**src/rtl/feeder_pkg.sv**
```systemverilog
// ---------------------------------------------------------------------------
// feeder_pkg
// Shared definitions for pixel_row_feeder and its line buffers:
//   - feeder_state_t : frame sequencing FSM states
//   - DEF_IMG_W / DEF_IMG_H / DEF_PIX_W : default frame geometry and pixel width
// ---------------------------------------------------------------------------
package feeder_pkg;

  localparam int DEF_IMG_W = 102;
  localparam int DEF_IMG_H = 102;
  localparam int DEF_PIX_W = 5;

  typedef enum logic [1:0] {
    IDLE   = 2'd0,
    FILL   = 2'd1,
    STREAM = 2'd2,
    DONE   = 2'd3
  } feeder_state_t;

endpackage

```
**src/rtl/line_buffer.sv**
```systemverilog
// ---------------------------------------------------------------------------
// line_buffer
// Fixed-length delay line of DEPTH entries built as a circular buffer.
// dout is the value written DEPTH shifts ago (the oldest entry); on a shift
// that entry is overwritten by din and the pointer moves on.
// Ports:
//   clk      in  : clock, rising edge
//   reset    in  : synchronous active-low reset (clears the pointer only)
//   shift_en in  : advance the delay line by one entry
//   din      in  : WIDTH-bit value entering the line
//   dout     out : WIDTH-bit value leaving the line
// ---------------------------------------------------------------------------
module line_buffer
  import feeder_pkg::*;
#(
  parameter int DEPTH = DEF_IMG_W,
  parameter int WIDTH = DEF_PIX_W
) (
  input  logic             clk,
  input  logic             reset,
  input  logic             shift_en,
  input  logic [WIDTH-1:0] din,
  output logic [WIDTH-1:0] dout
);

  localparam int AW = (DEPTH > 1) ? $clog2(DEPTH) : 1;
  localparam logic [AW-1:0] PTR_LAST = AW'(DEPTH - 1);

  logic [WIDTH-1:0] mem [DEPTH];
  logic [AW-1:0]    ptr_reg;

  always_ff @(posedge clk) begin
    if (!reset) begin
      ptr_reg <= '0;
    end else if (shift_en) begin
      ptr_reg <= (ptr_reg == PTR_LAST) ? '0 : ptr_reg + 1'b1;
    end
  end

  // Contents need no reset: the feeder never emits a triplet until both
  // lines have been refilled with the current frame.
  always_ff @(posedge clk) begin
    if (shift_en) begin
      mem[ptr_reg] <= din;
    end
  end

  // The slot about to be overwritten holds the oldest sample.
  assign dout = mem[ptr_reg];

endmodule

```
**src/rtl/pixel_row_feeder.sv**
```systemverilog
// ---------------------------------------------------------------------------
// pixel_row_feeder
// Accepts a raster-order pixel stream, keeps the two previous rows in line
// buffers and emits one vertical column triplet per beat once row 2 is
// reached. load_end marks the final triplet of a frame; mode_in is latched
// into mode_out at frame start.
//
// Optional feature: define FEEDER_PAD_EN to accept only the
// (IMG_W-2)x(IMG_H-2) interior and synthesize the zero border internally.
//
// Ports:
//   clk        in  : clock, rising edge
//   reset      in  : synchronous active-low reset
//   mode_in    in  : frame mode, sampled on the frame-start beat
//   in_valid   in  : in_pixel valid
//   in_pixel   in  : PIX_W-bit input pixel, raster order
//   in_ready   out : pixel accepted this cycle when in_valid is also high
//   mode_out   out : latched frame mode
//   out_valid  out : triplet valid
//   pixel_out0 out : pixel at (r-2, c)
//   pixel_out1 out : pixel at (r-1, c)
//   pixel_out2 out : pixel at (r, c)
//   load_end   out : pulse with the final triplet of the frame
//   busy       out : FSM not idle
// ---------------------------------------------------------------------------
module pixel_row_feeder
  import feeder_pkg::*;
#(
  parameter int IMG_W = DEF_IMG_W,
  parameter int IMG_H = DEF_IMG_H,
  parameter int PIX_W = DEF_PIX_W
) (
  input  logic             clk,
  input  logic             reset,
  input  logic             mode_in,
  input  logic             in_valid,
  input  logic [PIX_W-1:0] in_pixel,
  output logic             in_ready,
  output logic             mode_out,
  output logic             out_valid,
  output logic [PIX_W-1:0] pixel_out0,
  output logic [PIX_W-1:0] pixel_out1,
  output logic [PIX_W-1:0] pixel_out2,
  output logic             load_end,
  output logic             busy
);

  localparam int CW = $clog2(IMG_W);
  localparam int RW = $clog2(IMG_H);
  localparam logic [CW-1:0] COL_LAST = CW'(IMG_W - 1);
  localparam logic [RW-1:0] ROW_LAST = RW'(IMG_H - 1);
  localparam logic [RW-1:0] ROW_ONE  = RW'(1);
  localparam logic [RW-1:0] ROW_TWO  = RW'(2);

  feeder_state_t state_reg, state_next;
  logic [CW-1:0] col_reg;
  logic [RW-1:0] row_reg;

  logic             out_valid_reg;
  logic             load_end_reg;
  logic             mode_reg;
  logic [PIX_W-1:0] pix0_reg, pix1_reg, pix2_reg;

  logic             advance;     // one raster position enters the pipeline
  logic [PIX_W-1:0] beat_pixel;  // pixel value for that position
  logic [PIX_W-1:0] lb0_tap, lb1_tap;
  logic             row_end, fill_end, frame_end, emit;

  assign row_end   = (col_reg == COL_LAST);
  assign fill_end  = row_end && (row_reg == ROW_ONE);
  assign frame_end = row_end && (row_reg == ROW_LAST);
  assign emit      = advance && (row_reg >= ROW_TWO);

`ifdef FEEDER_PAD_EN
  logic border;
  logic active;

  assign border = (row_reg == '0) || (row_reg == ROW_LAST) ||
                  (col_reg == '0) || (col_reg == COL_LAST);
  assign active = (state_reg == FILL) || (state_reg == STREAM);

  // Border positions never take input; they run freely once a frame is
  // under way. In IDLE an in_valid only kicks off border (0,0).
  assign in_ready   = reset && active && !border;
  assign advance    = reset && (((state_reg == IDLE) && in_valid) ||
                                (active && (border || in_valid)));
  assign beat_pixel = border ? '0 : in_pixel;
`else
  assign in_ready   = reset && (state_reg != DONE);
  assign advance    = in_valid && in_ready;
  assign beat_pixel = in_pixel;
`endif

  // ---------------- FSM ----------------
  always_ff @(posedge clk) begin
    if (!reset) begin
      state_reg <= IDLE;
    end else begin
      state_reg <= state_next;
    end
  end

  always_comb begin
    state_next = state_reg;
    unique case (state_reg)
      IDLE:   if (advance) state_next = FILL;
      FILL:   if (advance && fill_end) state_next = STREAM;
      STREAM: if (advance && frame_end) state_next = DONE;
      DONE:   state_next = IDLE;
      default: state_next = IDLE;
    endcase
  end

  // ---------------- Raster position ----------------
  always_ff @(posedge clk) begin
    if (!reset) begin
      col_reg <= '0;
      row_reg <= '0;
    end else if (advance) begin
      if (row_end) begin
        col_reg <= '0;
        row_reg <= frame_end ? '0 : row_reg + 1'b1;
      end else begin
        col_reg <= col_reg + 1'b1;
      end
    end
  end

  // ---------------- Line buffers ----------------
  // lb1 delays the stream by one row; lb0 delays lb1's output by another.
  line_buffer #(.DEPTH(IMG_W), .WIDTH(PIX_W)) u_lb1 (
    .clk      (clk),
    .reset    (reset),
    .shift_en (advance),
    .din      (beat_pixel),
    .dout     (lb1_tap)
  );

  line_buffer #(.DEPTH(IMG_W), .WIDTH(PIX_W)) u_lb0 (
    .clk      (clk),
    .reset    (reset),
    .shift_en (advance),
    .din      (lb1_tap),
    .dout     (lb0_tap)
  );

  // ---------------- Output registers ----------------
  always_ff @(posedge clk) begin
    if (!reset) begin
      out_valid_reg <= 1'b0;
      load_end_reg  <= 1'b0;
      mode_reg      <= 1'b0;
      pix0_reg      <= '0;
      pix1_reg      <= '0;
      pix2_reg      <= '0;
    end else begin
      out_valid_reg <= emit;
      load_end_reg  <= advance && frame_end;
      if (emit) begin
        pix0_reg <= lb0_tap;
        pix1_reg <= lb1_tap;
        pix2_reg <= beat_pixel;
      end
      if ((state_reg == IDLE) && advance) begin
        mode_reg <= mode_in;
      end
    end
  end

  assign out_valid  = out_valid_reg;
  assign load_end   = load_end_reg;
  assign mode_out   = mode_reg;
  assign pixel_out0 = pix0_reg;
  assign pixel_out1 = pix1_reg;
  assign pixel_out2 = pix2_reg;
  assign busy       = (state_reg != IDLE);

endmodule

```
**config.mk**
```make
export PLATFORM = sky130hd
export DESIGN_NAME = pixel_row_feeder
export DESIGN_NICKNAME = d
export VERILOG_FILES = /design/src/rtl/feeder_pkg.sv /design/src/rtl/line_buffer.sv /design/src/rtl/pixel_row_feeder.sv
export SDC_FILE = /design/constraint.sdc
export NUM_CORES = 1
export LEC_CHECK = 0
export CAP_MARGIN = 20
export CORE_MARGIN = 5
export CORE_UTILIZATION = 55
export DETAILED_ROUTE_END_ITERATION = 10
export GPL_TIMING_DRIVEN = 0
export PLACE_DENSITY = 0.71
export SLEW_MARGIN = 20
export SYNTH_ARGS = -nofsm -noshare
export SYNTH_HDL_FRONTEND = slang
export SYNTH_SLANG_ARGS = --single-unit
```
**constraint.sdc**
```tcl
create_clock -name clk -period 8.07 [get_ports clk]
set_input_delay 2.421 -clock clk [delete_from_list [all_inputs] [get_ports clk]]
set_output_delay 2.421 -clock clk [all_outputs]
set_load 0.05 [all_outputs]
```
==> results.ini <==
[routing]
drtIter0Drc = 4225
met1_length_mm = 47.84
top_layer = met4
wl_met3_mm = 14.00
wl_per_cell_um = 34.58
via_count = 25450
dr.pass1.iters = 6
final_antenna_net_count = 0
routed_wl_mm = 129.9
route.detailed.drc = 0
wl_met2_mm = 60.90
viasPerCell = 6.774

[place]
gp_congestion = 0.9941
io_buffers = 27
dpl_cell_area_um2 = 44820
post-dp-hpwl_mm = 86.93

[clock_network]
cts_tree = built
hold_buffers = 0
cts_buffers = 104
cts_setup_buffers = 0
cts.path.max_buffers = 3
insertion_delay_ns = 0.68
htreeDepth = 3
clk_pin_slew_worst_paths_ns = 0.06
postCtsResizedCells = 0
clkSinkCount = 1075
root_buffer = clkbuf_16

[grt]
grt_pass1_wl_mm = 182.9
grt_pass1_vias = 25070
grt_use_total_pct = 30.99
grt_overflow_total = 0
antenna_found_initial = 3
grt_max_degree = 84

[synth]
async_flop_share_pct = 0
synth-seq-cells = 1075
synth_top_area_share_pct = 71.45
yosysSeqAreaShare_pct = 74.02
syn-num-nets = 2502
ys.flop_type = edfxtp_1
syn-mean-instance-area_um2 = 17.29
synth_cell_type_count = 78
post-synth-top-count-cell = edfxtp_1
syn-cell-area_um2 = 42870
yosysWarnings = 0
synth_top_area_cell = edfxtp_1
synthCells = 2479
synthTopCellsByArea = edfxtp_1 (71%), mux4_2 (7.5%), dfxtp_1 (2.6%)
synth_common_cells = edfxtp_1 (1020), nor2_1 (271), mux4_2 (142), nand2_1 (116), mux2i_1 (89)
synth_edf_count = 1020

[layout]
drive_gt1_share_pct = 17.27
multi_input_area_um2 = 10310
fin_area_um2 = 48120
reg.largest.list = u_lb0.mem: 510 flops, u_lb1.mem: 510 flops
final_nets = 2653
fillers = 5602
seq_area_um2 = 31730
final_util_pct = 62.23
syn_to_final_growth_pct = 12.26

[worst_setup_path]
criticalPathCategory = primary input to output pin
worst_ep_arrival_time_ns = 4.46
startpoint_type = primary input
worstSetupEndpointType = output pin
worstPathRequired_ns = 5.65
worstPathMaxFanout = 10

[floorplanning]
core-area_um2 = 77340
die_area_um2 = 83630
die_y_um = 289.2
num_rows = 102
dieWidth_um = 289.2
start_util_pct = 55.43
ioPinCount = 29

[timing]
rsz0062_at_grt = false
setup_viol = 0
min_period_over_period_pct = 85.33
slew_headroom_pct = 16.77
fmax_mhz = 145.2
tns_ns = 0
max_slew.worst_pin.slew_ns = 1.248
fin_crit_ns = 6.886
skew_ns = 0.03284
hold_viol_final = 0
slew_violations = 0

[power_and_ir_drop]
p_per_area_nw_per_um2 = 249.5
vdd.ir_drop.worst_v = 0.0002567
p_leak_nw = 14.86
p_total_mw = 12.01

[status]
status = finished, final reports clean

[min_path]
hp-class = register to register

[flow_run]
max_cap_viol_count = 0

[cells in the final DEF (no fill, tap or decap), types with 11 or more instances in the layout]
cell type        synthesis  final
edfxtp_1              1020   1020
buf_2                   55     55
buf_4                   12     17
clkbuf_16                0    106
ha_1                    14     14
and3_1                  12     12
a22oi_1                 57     57
nand2_1                116    115
clkinv_2                 0     23
a211oi_1                13     13
a21oi_1                 33     33
clkdlybuf4s50_1          0     22
dfxtp_1                 55     55
nor2_1                 271    270
xor2_1                  15     15
clkbuf_1                74     92
o21ai_0                 33     33
buf_12                   1     11
o22ai_1                 15     15
nor3_1                  14     14
mux4_2                 142    142
inv_1                   15     15
mux2_2                  63     63
nand3_1                 44     43
clkinv_1                 1     26
mux2i_1                 89     89
a221oi_1                60     60
nand4_1                 13     13
nor2b_1                 35     35
[area by class of cell]
cell class	instances	share of cell area [%]
Clock inverter	66	1.115
Buffer	157	1.643
Tap cell	1040	2.704
Timing Repair Buffer	45	1.316
Clock buffer	126	5.709
Multi-Input combinational cell	1228	21.43
Antenna cell	1	0.005200
Sequential cell	1075	65.93
Inverter	19	0.1482
[power by group]
part	leakage (nW)	total, mW	switching [mW]	internal, mW
clock network	1.61	4.74	2.07	2.67
registers	9.61	6.23	0.0129	6.22
logic	3.63	1.03	0.711	0.323
total	14.9	12.0	2.79	9.22
[per-stage QoR]
step | setup slack (ns) | instances | hold WS, ns
6_report | 1.184 | 3757 | 0.4792
5_1_grt | 1.131 | 3756 | 0.5033
4_1_cts | 1.163 | 3754 | 0.4825
3_5_place_dp | 1.177 | 3562 | 0.4666
3_3_place_gp | -0.7369 | 3546 | 0.4639
2_1_floorplan | 2.094 | 2479 | 0.4581
[kinds of logic after synthesis]
| family | after synthesis | share of synthesized area, % |
|---|---|---|
| mux | 304 | 11.46 |
| xor+xnor | 22 | 0.4495 |
| buf+inv | 176 | 2.011 |
| flops | 1075 | 74.02 |
| fa+ha+maj | 14 | 0.4086 |
| simple gates | 553 | 5.776 |
| compound gates | 335 | 5.881 |
[per-layer routing]
layer  global-route usage, %  vias to the layer above
met2                   48.92                     1917
met5                       0                        -
li1                        -                    10200
met4                   13.81                        0
met3                   7.018                      394
met1                   41.94                    12940
[path summary, 6_finish.rpt]
path                                    endpoint  cells past startpoint     startpoint  slack, ns
worst max-delay path                    in_ready                      4          reset       1.18
worst max register to register  u_lb0.mem[34][1]                      9       register       3.32
worst min-delay path               pixel_out2[3]                      2  pixel_out2[3]       0.48
worst min register to register     pixel_out2[3]                      2  pixel_out2[3]       0.48
[worst max-delay path, cell delays in order]
cell and delay (ns):
buf_2 0.25, clkbuf_1 0.69, nor2b_1 0.22, clkdlybuf4s50_1 0.87
No activity file was read; power rests on OpenSTA's default activity.
